`config.mk`:
```
export PLATFORM = sky130hd
export DESIGN_NAME = gray_seq_ctrl
export DESIGN_NICKNAME = d
export VERILOG_FILES = /design/src/rtl/gray_seq_ctrl_pkg.sv /design/src/rtl/gray_conv.sv /design/src/rtl/gray_seq_ctrl.sv
export SDC_FILE = /design/constraint.sdc
export NUM_CORES = 1
export LEC_CHECK = 0
export ABC_AREA = 0
export BUFFER_PORTS_ARGS = -buffer_cell sky130_fd_sc_hd__buf_2
export CORE_MARGIN = 2
export CORE_UTILIZATION = 47
export DETAILED_ROUTE_END_ITERATION = 7
export HOLD_SLACK_MARGIN = 0.1
export PLACE_DENSITY_LB_ADDON = 0.2
export RECOVER_POWER = 25
export SYNTH_ARGS = -nofsm -noshare
export SYNTH_HDL_FRONTEND = slang
export SYNTH_SLANG_ARGS = --single-unit
export TNS_END_PERCENT = 50
```
`constraint.sdc`:
```
create_clock -name clk -period 2 [get_ports clk]
set_input_delay 0.3 -clock clk [delete_from_list [all_inputs] [get_ports clk]]
set_output_delay 0.3 -clock clk [all_outputs]
set_load 0.05 [all_outputs]
```
`src/rtl/gray_seq_ctrl_pkg.sv`:
```
// Shared types and helpers for the Gray-code sequencer.
package gray_seq_ctrl_pkg;

  typedef enum logic [1:0] {
    StIdle  = 2'd0,
    StRun   = 2'd1,
    StPause = 2'd2
  } state_e;

  localparam int unsigned MaxW = 32;

  // Reference conversion for callers that work at the maximum width.
  function automatic logic [MaxW-1:0] bin2gray(input logic [MaxW-1:0] bin);
    return bin ^ (bin >> 1);
  endfunction

endpackage

```
`src/rtl/gray_conv.sv`:
```
// Combinational W-bit binary-to-Gray conversion; the MSB passes straight through.
module gray_conv #(
  parameter int unsigned W = 4
) (
  input  logic [W-1:0] bin,
  output logic [W-1:0] gray
);

  assign gray = bin ^ (bin >> 1);

endmodule

```
`src/rtl/gray_seq_ctrl.sv`:
```
// Step-counter sequencer presenting a binary count and its registered Gray code.
module gray_seq_ctrl
  import gray_seq_ctrl_pkg::*;
#(
  parameter int unsigned W = 4  // minimum 2
) (
  input  logic         clk,
  input  logic         rst_n,
  input  logic         start,
  input  logic         stop,
  input  logic         dir,
  input  logic         mode,
  input  logic         load,
  input  logic [W-1:0] d,
  output logic [W-1:0] b,
  output logic [W-1:0] g,
  output logic         valid,
  output logic         busy,
  output logic         done
);

  state_e       state_q, state_d;
  logic [W-1:0] b_q, b_d;
  logic [W-1:0] g_q, g_d;
  logic         valid_q, valid_d;
  logic         done_q, done_d;
  logic [W-1:0] term;
  logic [W-1:0] step;

  assign term = dir ? '0 : '1;
  assign step = dir ? (b_q - W'(1)) : (b_q + W'(1));

  always_comb begin
    state_d = state_q;
    b_d     = b_q;
    valid_d = 1'b0;
    done_d  = 1'b0;
    unique case (state_q)
      StIdle: begin
        if (load) b_d = d;
        if (start) state_d = StRun;
      end
      StRun: begin
        if (stop) begin
          state_d = StPause;
        end else if (mode && (b_q == term)) begin
          // Sweep started at its terminal value: finish without stepping.
          state_d = StIdle;
          done_d  = 1'b1;
        end else begin
          b_d     = step;
          valid_d = 1'b1;
          if (mode && (step == term)) begin
            state_d = StIdle;
            done_d  = 1'b1;
          end
        end
      end
      StPause: begin
        if (load) b_d = d;
        if (stop) state_d = StIdle;
        else if (start) state_d = StRun;
      end
      default: state_d = StIdle;
    endcase
  end

  // Gray is taken from next-B so it never lags the registered count.
  gray_conv #(
    .W(W)
  ) u_gray_conv (
    .bin  (b_d),
    .gray (g_d)
  );

  always_ff @(posedge clk or negedge rst_n) begin
    if (!rst_n) begin
      state_q <= StIdle;
      b_q     <= '0;
      g_q     <= '0;
      valid_q <= 1'b0;
      done_q  <= 1'b0;
    end else begin
      state_q <= state_d;
      b_q     <= b_d;
      g_q     <= g_d;
      valid_q <= valid_d;
      done_q  <= done_d;
    end
  end

  assign b     = b_q;
  assign g     = g_q;
  assign valid = valid_q;
  assign done  = done_q;
  assign busy  = (state_q == StRun) || (state_q == StPause);

endmodule

```
Word level (Yosys, flattened, before mapping). Cells that the tools add are included.

Register bits: 12. Input port bits: 11. Output and inout bits: 11. Word-level logic and storage cells: 37.

$add $sub $neg: 2. Equality and inequality tests: 5. Multiplexer cells: 19. Bitwise operators: 1. Reduce and logical (&&, ||, !) cells: 5.

Operator list (number): $mux W4 (5); $mux W2 (5); $eq A4 B4 Y1 (2); $pmux W4 S2 (1); $mux W1 (7); $pmux W2 S3 (1); $add A4 B1 Y4 const B (1); $ne A4 B4 Y1 const B (1); $sub A4 B1 Y4 const B (1); $xor A4 B3 Y4 (1); $eq A2 B1 Y1 const B (1); $eq A2 B2 Y1 const B (1); $logic_and A1 B1 Y1 (2); $logic_not A2 Y1 (1); $reduce_or A2 Y1 (1); $logic_or A1 B1 Y1 (1).

Depth between registers and ports, before layout.
Depth in word-level cells: 8. Depth in mapped cells: 7. Depth with buffers taken out: 7.

Cells and area by module. A second synthesis with hierarchy kept.

Cell total of the unflattened synthesis: 71. Area total of the unflattened synthesis: 744.5 um^2.

By module, submodules not included: gray_seq_ctrl (times used 1, cells an instance 67, area an instance 710.7 um^2); gray_conv (times used 1, cells an instance 4, area an instance 33.8 um^2).

Worst setup path before layout. OpenSTA, ideal clock, no wires.

Path kind: reg2reg. Start point: register b_q[1] (netlist: b[1]). End point: register state_q[0]. Arrival: 2.061 ns. Data required time: 1.921 ns. Path slack: -0.140 ns. Cell stages (with the launch flop): 7. Clock period less this slack: 2.140 ns. Cell sequence: dfrtp_1 -> fa_1 -> xor2_1 -> mux2i_1 -> nor4b_4 -> o21ai_0 -> a2bb2oi_1.

Word-level cells in the longest chain between the ends: 5. Elaborated cells on any way between the ends: 11. Those cells by class: 2 x add/sub; 3 x eq/ne; 4 x mux; 2 x reduce/logical.

RTL lines: start, declared (RTL line gray_seq_ctrl.sv:23) `logic [W-1:0] b_q, b_d;`; start signal, assigned (RTL line gray_seq_ctrl.sv:79) `b_q <= '0;`; start signal, assigned (RTL line gray_seq_ctrl.sv:85) `b_q <= b_d;`; $add A4 B1 Y4 (tied with other cells) (RTL line gray_seq_ctrl.sv:31) `assign step = dir ? (b_q - W'(1)) : (b_q + W'(1));`; $mux W4 or $logic_and A1 B1 Y1 (tied branches) (RTL line gray_seq_ctrl.sv:31, gray_seq_ctrl.sv:46); $eq A4 B4 Y1 or $mux W2 (tied branches) (RTL line gray_seq_ctrl.sv:53, gray_seq_ctrl.sv:46); $logic_and A1 B1 Y1 or $mux W2 (tied branches) (RTL line gray_seq_ctrl.sv:53, gray_seq_ctrl.sv:44); $ne A4 B4 Y1 (no line) or $pmux W2 S3 (tied branches); end signal, assigned (RTL line gray_seq_ctrl.sv:78) `state_q <= StIdle;`; end signal, assigned (RTL line gray_seq_ctrl.sv:84) `state_q <= state_d;`; end, declared (RTL line gray_seq_ctrl.sv:22) `state_e state_q, state_d;`.

Parallel ways exist; a longest one is shown, timed or not. A chain may end at the register's enable or synchronous reset.

Worst setup path in the final report.
Start point: register b_q[1] (netlist: b[1]). End point: register g_q[2] (netlist: g[2]).

Word-level cells in the longest chain between the ends: 6. Elaborated cells on any way between the ends: 9. Those cells by class: 2 x add/sub; 1 x eq/ne; 4 x mux; 1 x bitwise; 1 x reduce/logical.

RTL lines: $add A4 B1 Y4 (tied with other cells) (RTL line gray_seq_ctrl.sv:31); $mux W4 or $logic_and A1 B1 Y1 (tied branches) (RTL line gray_seq_ctrl.sv:31, gray_seq_ctrl.sv:46); $mux W4 * (RTL line gray_seq_ctrl.sv:46) `end else if (mode && (b_q == term)) begin`; $mux W4 * (RTL line gray_seq_ctrl.sv:44) `if (stop) begin`; $pmux W4 S2 * (RTL line gray_seq_ctrl.sv:38) `unique case (state_q)`; $xor A4 B3 Y4 * (RTL line gray_conv.sv:9) `assign gray = bin ^ (bin >> 1);`; named net g_d[2] (RTL line gray_seq_ctrl.sv:24) `logic [W-1:0] g_q, g_d;`; end signal, assigned (RTL line gray_seq_ctrl.sv:86) `g_q <= g_d;`; end, declared (RTL line gray_seq_ctrl.sv:24).

The timed path passes the listed nets; every way through them passes the cells marked *.

==> impl_metrics.py <==
metrics = {
    "outcome": {
        "status": "finished clean",
    },
    "cts": {
        "clk_pin_slew_ns": 0.07,
        "cts_max_path_buffers": 2,
        "h-tree-depth": 1,
        "cts_root_buf": "clkbuf_4",
        "cts_buffers": 3,
        "worstSkewPairLatency_ns": 0.27,
        "cts_tree": "yes",
        "cts_sinks": 11,
    },
    "logic_synthesis": {
        "synth_warnings": 0,
        "netlist_instances": 91,
        "synth_ff_type": "dfrtp_1",
        "synth_edf_count": 0,
        "async_flop_share": 1.000,
        "synthesis.nets": 109,
        "netlist_area_um2": 889.6,
        "syn_avg_cell_area_um2": 9.776,
        "yosysSeqAreaShare": 0.3094,
        "synth_seq_cells": 11,
        "yosysUniqueCellTypes": 44,
    },
    "timing": {
        "fmax_mhz": 516.2,
        "finalClockSkew_ns": 0.006047,
        "hold_viol": 0,
        "tightestPinTransition_ns": 0.5676,
        "setup_viol": 0,
        "drv_slew": 0,
        "worst_slack_ns": 0.06279,
        "period_minus_slack_ns": 1.937,
        "finalCritPeriodShare": 0.9686,
        "slew_headroom": 0.6216,
    },
    "global_route": {
        "use_met2": 0.3135,
        "grt_most_used_layer": "met2",
        "grt_util_met1": 0.2748,
        "grt_pass1_wl_um": 3105,
        "track_usage": 0.2003,
        "grt_use_met3": 0.01887,
        "first_global_vias": 718,
        "grt_max_degree": 12,
        "antenna_found_initial": 0,
        "grt_overflow_total": 0,
    },
    "cells_and_area": {
        "seq_area_um2": 279.0,
        "drive_above_1_share": 0.4262,
        "stdcell_count": 147,
        "num_antenna_cells": 0,
        "area_growth_pct": 28.97,
        "final_nets": 141,
        "multi_input_area_um2": 613.1,
        "fill_cells": 151,
    },
    "setup_path": {
        "start_kind": "register",
        "worstPathRequired_ns": 2.16,
        "r2r_end": "g[2]$_DFF_PN0_",
        "crit_end": "g[2]$_DFF_PN0_",
        "reg2reg_depth": 6,
        "startpoint": "b[1]$_DFF_PN0_",
        "path_max_fanout": 6,
        "critPathArrivalTime_ns": 2.09,
        "worst-r2r-setup-slack_ns": 0.06,
        "r2r-start": "b[1]$_DFF_PN0_",
        "end_kind": "register",
        "criticalPathCategory": "register to register",
    },
    "routing": {
        "wirelength_um": 2210,
        "drc_errors": 0,
        "via_count": 836,
        "drt_iter0_drc": 12,
        "via_per_inst": 5.687,
        "ant_nets": 0,
        "wire_per_inst_um": 15.03,
        "drtPass1Iterations": 4,
    },
    "power": {
        "finalPower_mw": 2.125,
        "p_leak_nw": 0.5790,
        "power_density_nw_per_um2": 1852,
        "peakVddDrop_mv": 0.8285,
    },
    "place": {
        "dp_slack_ns": -0.01617,
        "place_congestion": 0.9512,
        "port_buffers": 21,
        "place_inst": 141,
        "dp_hpwl_um": 1683,
    },
    "die": {
        "die_h_um": 47.51,
        "initial_core_util": 0.5097,
        "die-area_um2": 2257,
        "die_x_um": 47.51,
        "core_um2": 1745,
        "io_pins": 22,
        "rows": 15,
    },
    "min_path": {
        "min-delay-path-class": "input pin to register",
    },
    "flow_run": {
        "maxCapViolCount": 0,
    },
}
[where the power goes]
group	leakage [nW]	internal [mW]	switching (mW)
clock network	0.0177	0.0741	0.0760
logic	0.426	0.591	0.964
registers	0.136	0.328	0.0919
total	0.579	0.992	1.13
[cells by family after synthesis]
group                      count (synthesis)  share of synthesized area
AOI/OAI and AO/OA                         27                     0.2321
xor gates and xnor gates                   3                    0.04501
adders and majority gates                  7                     0.1069
buffers and inverters                     10                    0.05486
DFF                                       11                     0.3094
muxes                                      1                    0.01125
and+or+nand+nor                           32                     0.2405
[what timing repair did]
item,CTS,global route
setup buffers,0,1
hold buffers,1,0
gates resized for setup,1,9
pin swaps,0,1
endpoints found under the hold margin,11,0
endpoints found under the setup margin,2,3
[final cells by class]
cell class                 instances  area share
clock buffer                       3     0.01963
inverter                           8     0.02617
timing repair buffer              29      0.1450
multi-input combinational         70      0.5344
tap                               25     0.02726
sequential                        11      0.2432
clock inverter                     1    0.004362
[routing by layer]
layer	share of wire	vias up
met3	0.053	6
li1	-	404
met1	0.44	397
met4	0.019	0
met2	0.49	29
met5	0	-
[stage by stage]
step | util | TNS (ns) | instance area [µm²] | hold WS, ns
CTS | 0.6308 | -0.0004674 | 1101 | 0.3072
floorplan | - | 0 | 900.9 | 0.004409
global placement | 0.6093 | -0.006918 | 1064 | 0.1766
detailed placement | 0.6093 | -0.02487 | 1064 | 0.1782
global route | 0.6573 | -0.01478 | 1147 | 0.3101
finish | 0.6573 | 0 | 1147 | 0.3030
[worst min path at each step]
stage / startpoint / slack [ns] / cells after the start / endpoint
2_1_floorplan: rst_n / 0.004 / 0 / b[0]$_DFF_PN0_
3_3_place_gp: rst_n / 0.18 / 1 / valid$_DFF_PN0_
3_5_place_dp: rst_n / 0.18 / 1 / done$_DFF_PN0_
4_1_cts: start / 0.31 / 3 / state_q[0]$_DFFE_PN0P_
5_1_grt: start / 0.31 / 3 / state_q[0]$_DFFE_PN0P_
6_report: start / 0.30 / 3 / state_q[0]$_DFFE_PN0P_
[cells in the mapped netlist (2+ instances only)]
cell | instances | area share
or2_2 | 3 | 0.021
nor2_1 | 5 | 0.021
o21ai_0 | 3 | 0.017
a2bb2oi_1 | 2 | 0.020
nor3b_1 | 2 | 0.017
a21oi_1 | 4 | 0.023
xor2_1 | 2 | 0.020
o211ai_1 | 3 | 0.025
nand2_1 | 4 | 0.017
a21o_1 | 2 | 0.017
ha_1 | 6 | 0.084
nand3_1 | 6 | 0.034
dfrtp_1 | 11 | 0.31
inv_1 | 8 | 0.034
[flip-flops by register name, indices dropped and copies added (netlist names)]
signal   count
valid        1
g            3
state_q      2
b            4
done         1
[worst max-delay path: stages, from the launching register on]
cell and delay [ns]:
dfrtp_2 0.46, ha_1 0.34, and4_1 0.25, a31oi_1 0.19, o22a_1 0.24, nand4_1 0.11, o221a_1 0.24
[placed cells by master (no fill, tap or decap), types with 3 or more instances in the layout]
cell type	count
clkbuf_4	3
inv_1	8
ha_1	5
nand3_2	3
a21oi_1	4
or2_2	3
dfrtp_1	8
o211ai_1	3
dfrtp_2	3
buf_4	7
nand3_1	4
buf_2	20
nor2_1	5
nand2_1	4
(Power assumes the default switching activity.)
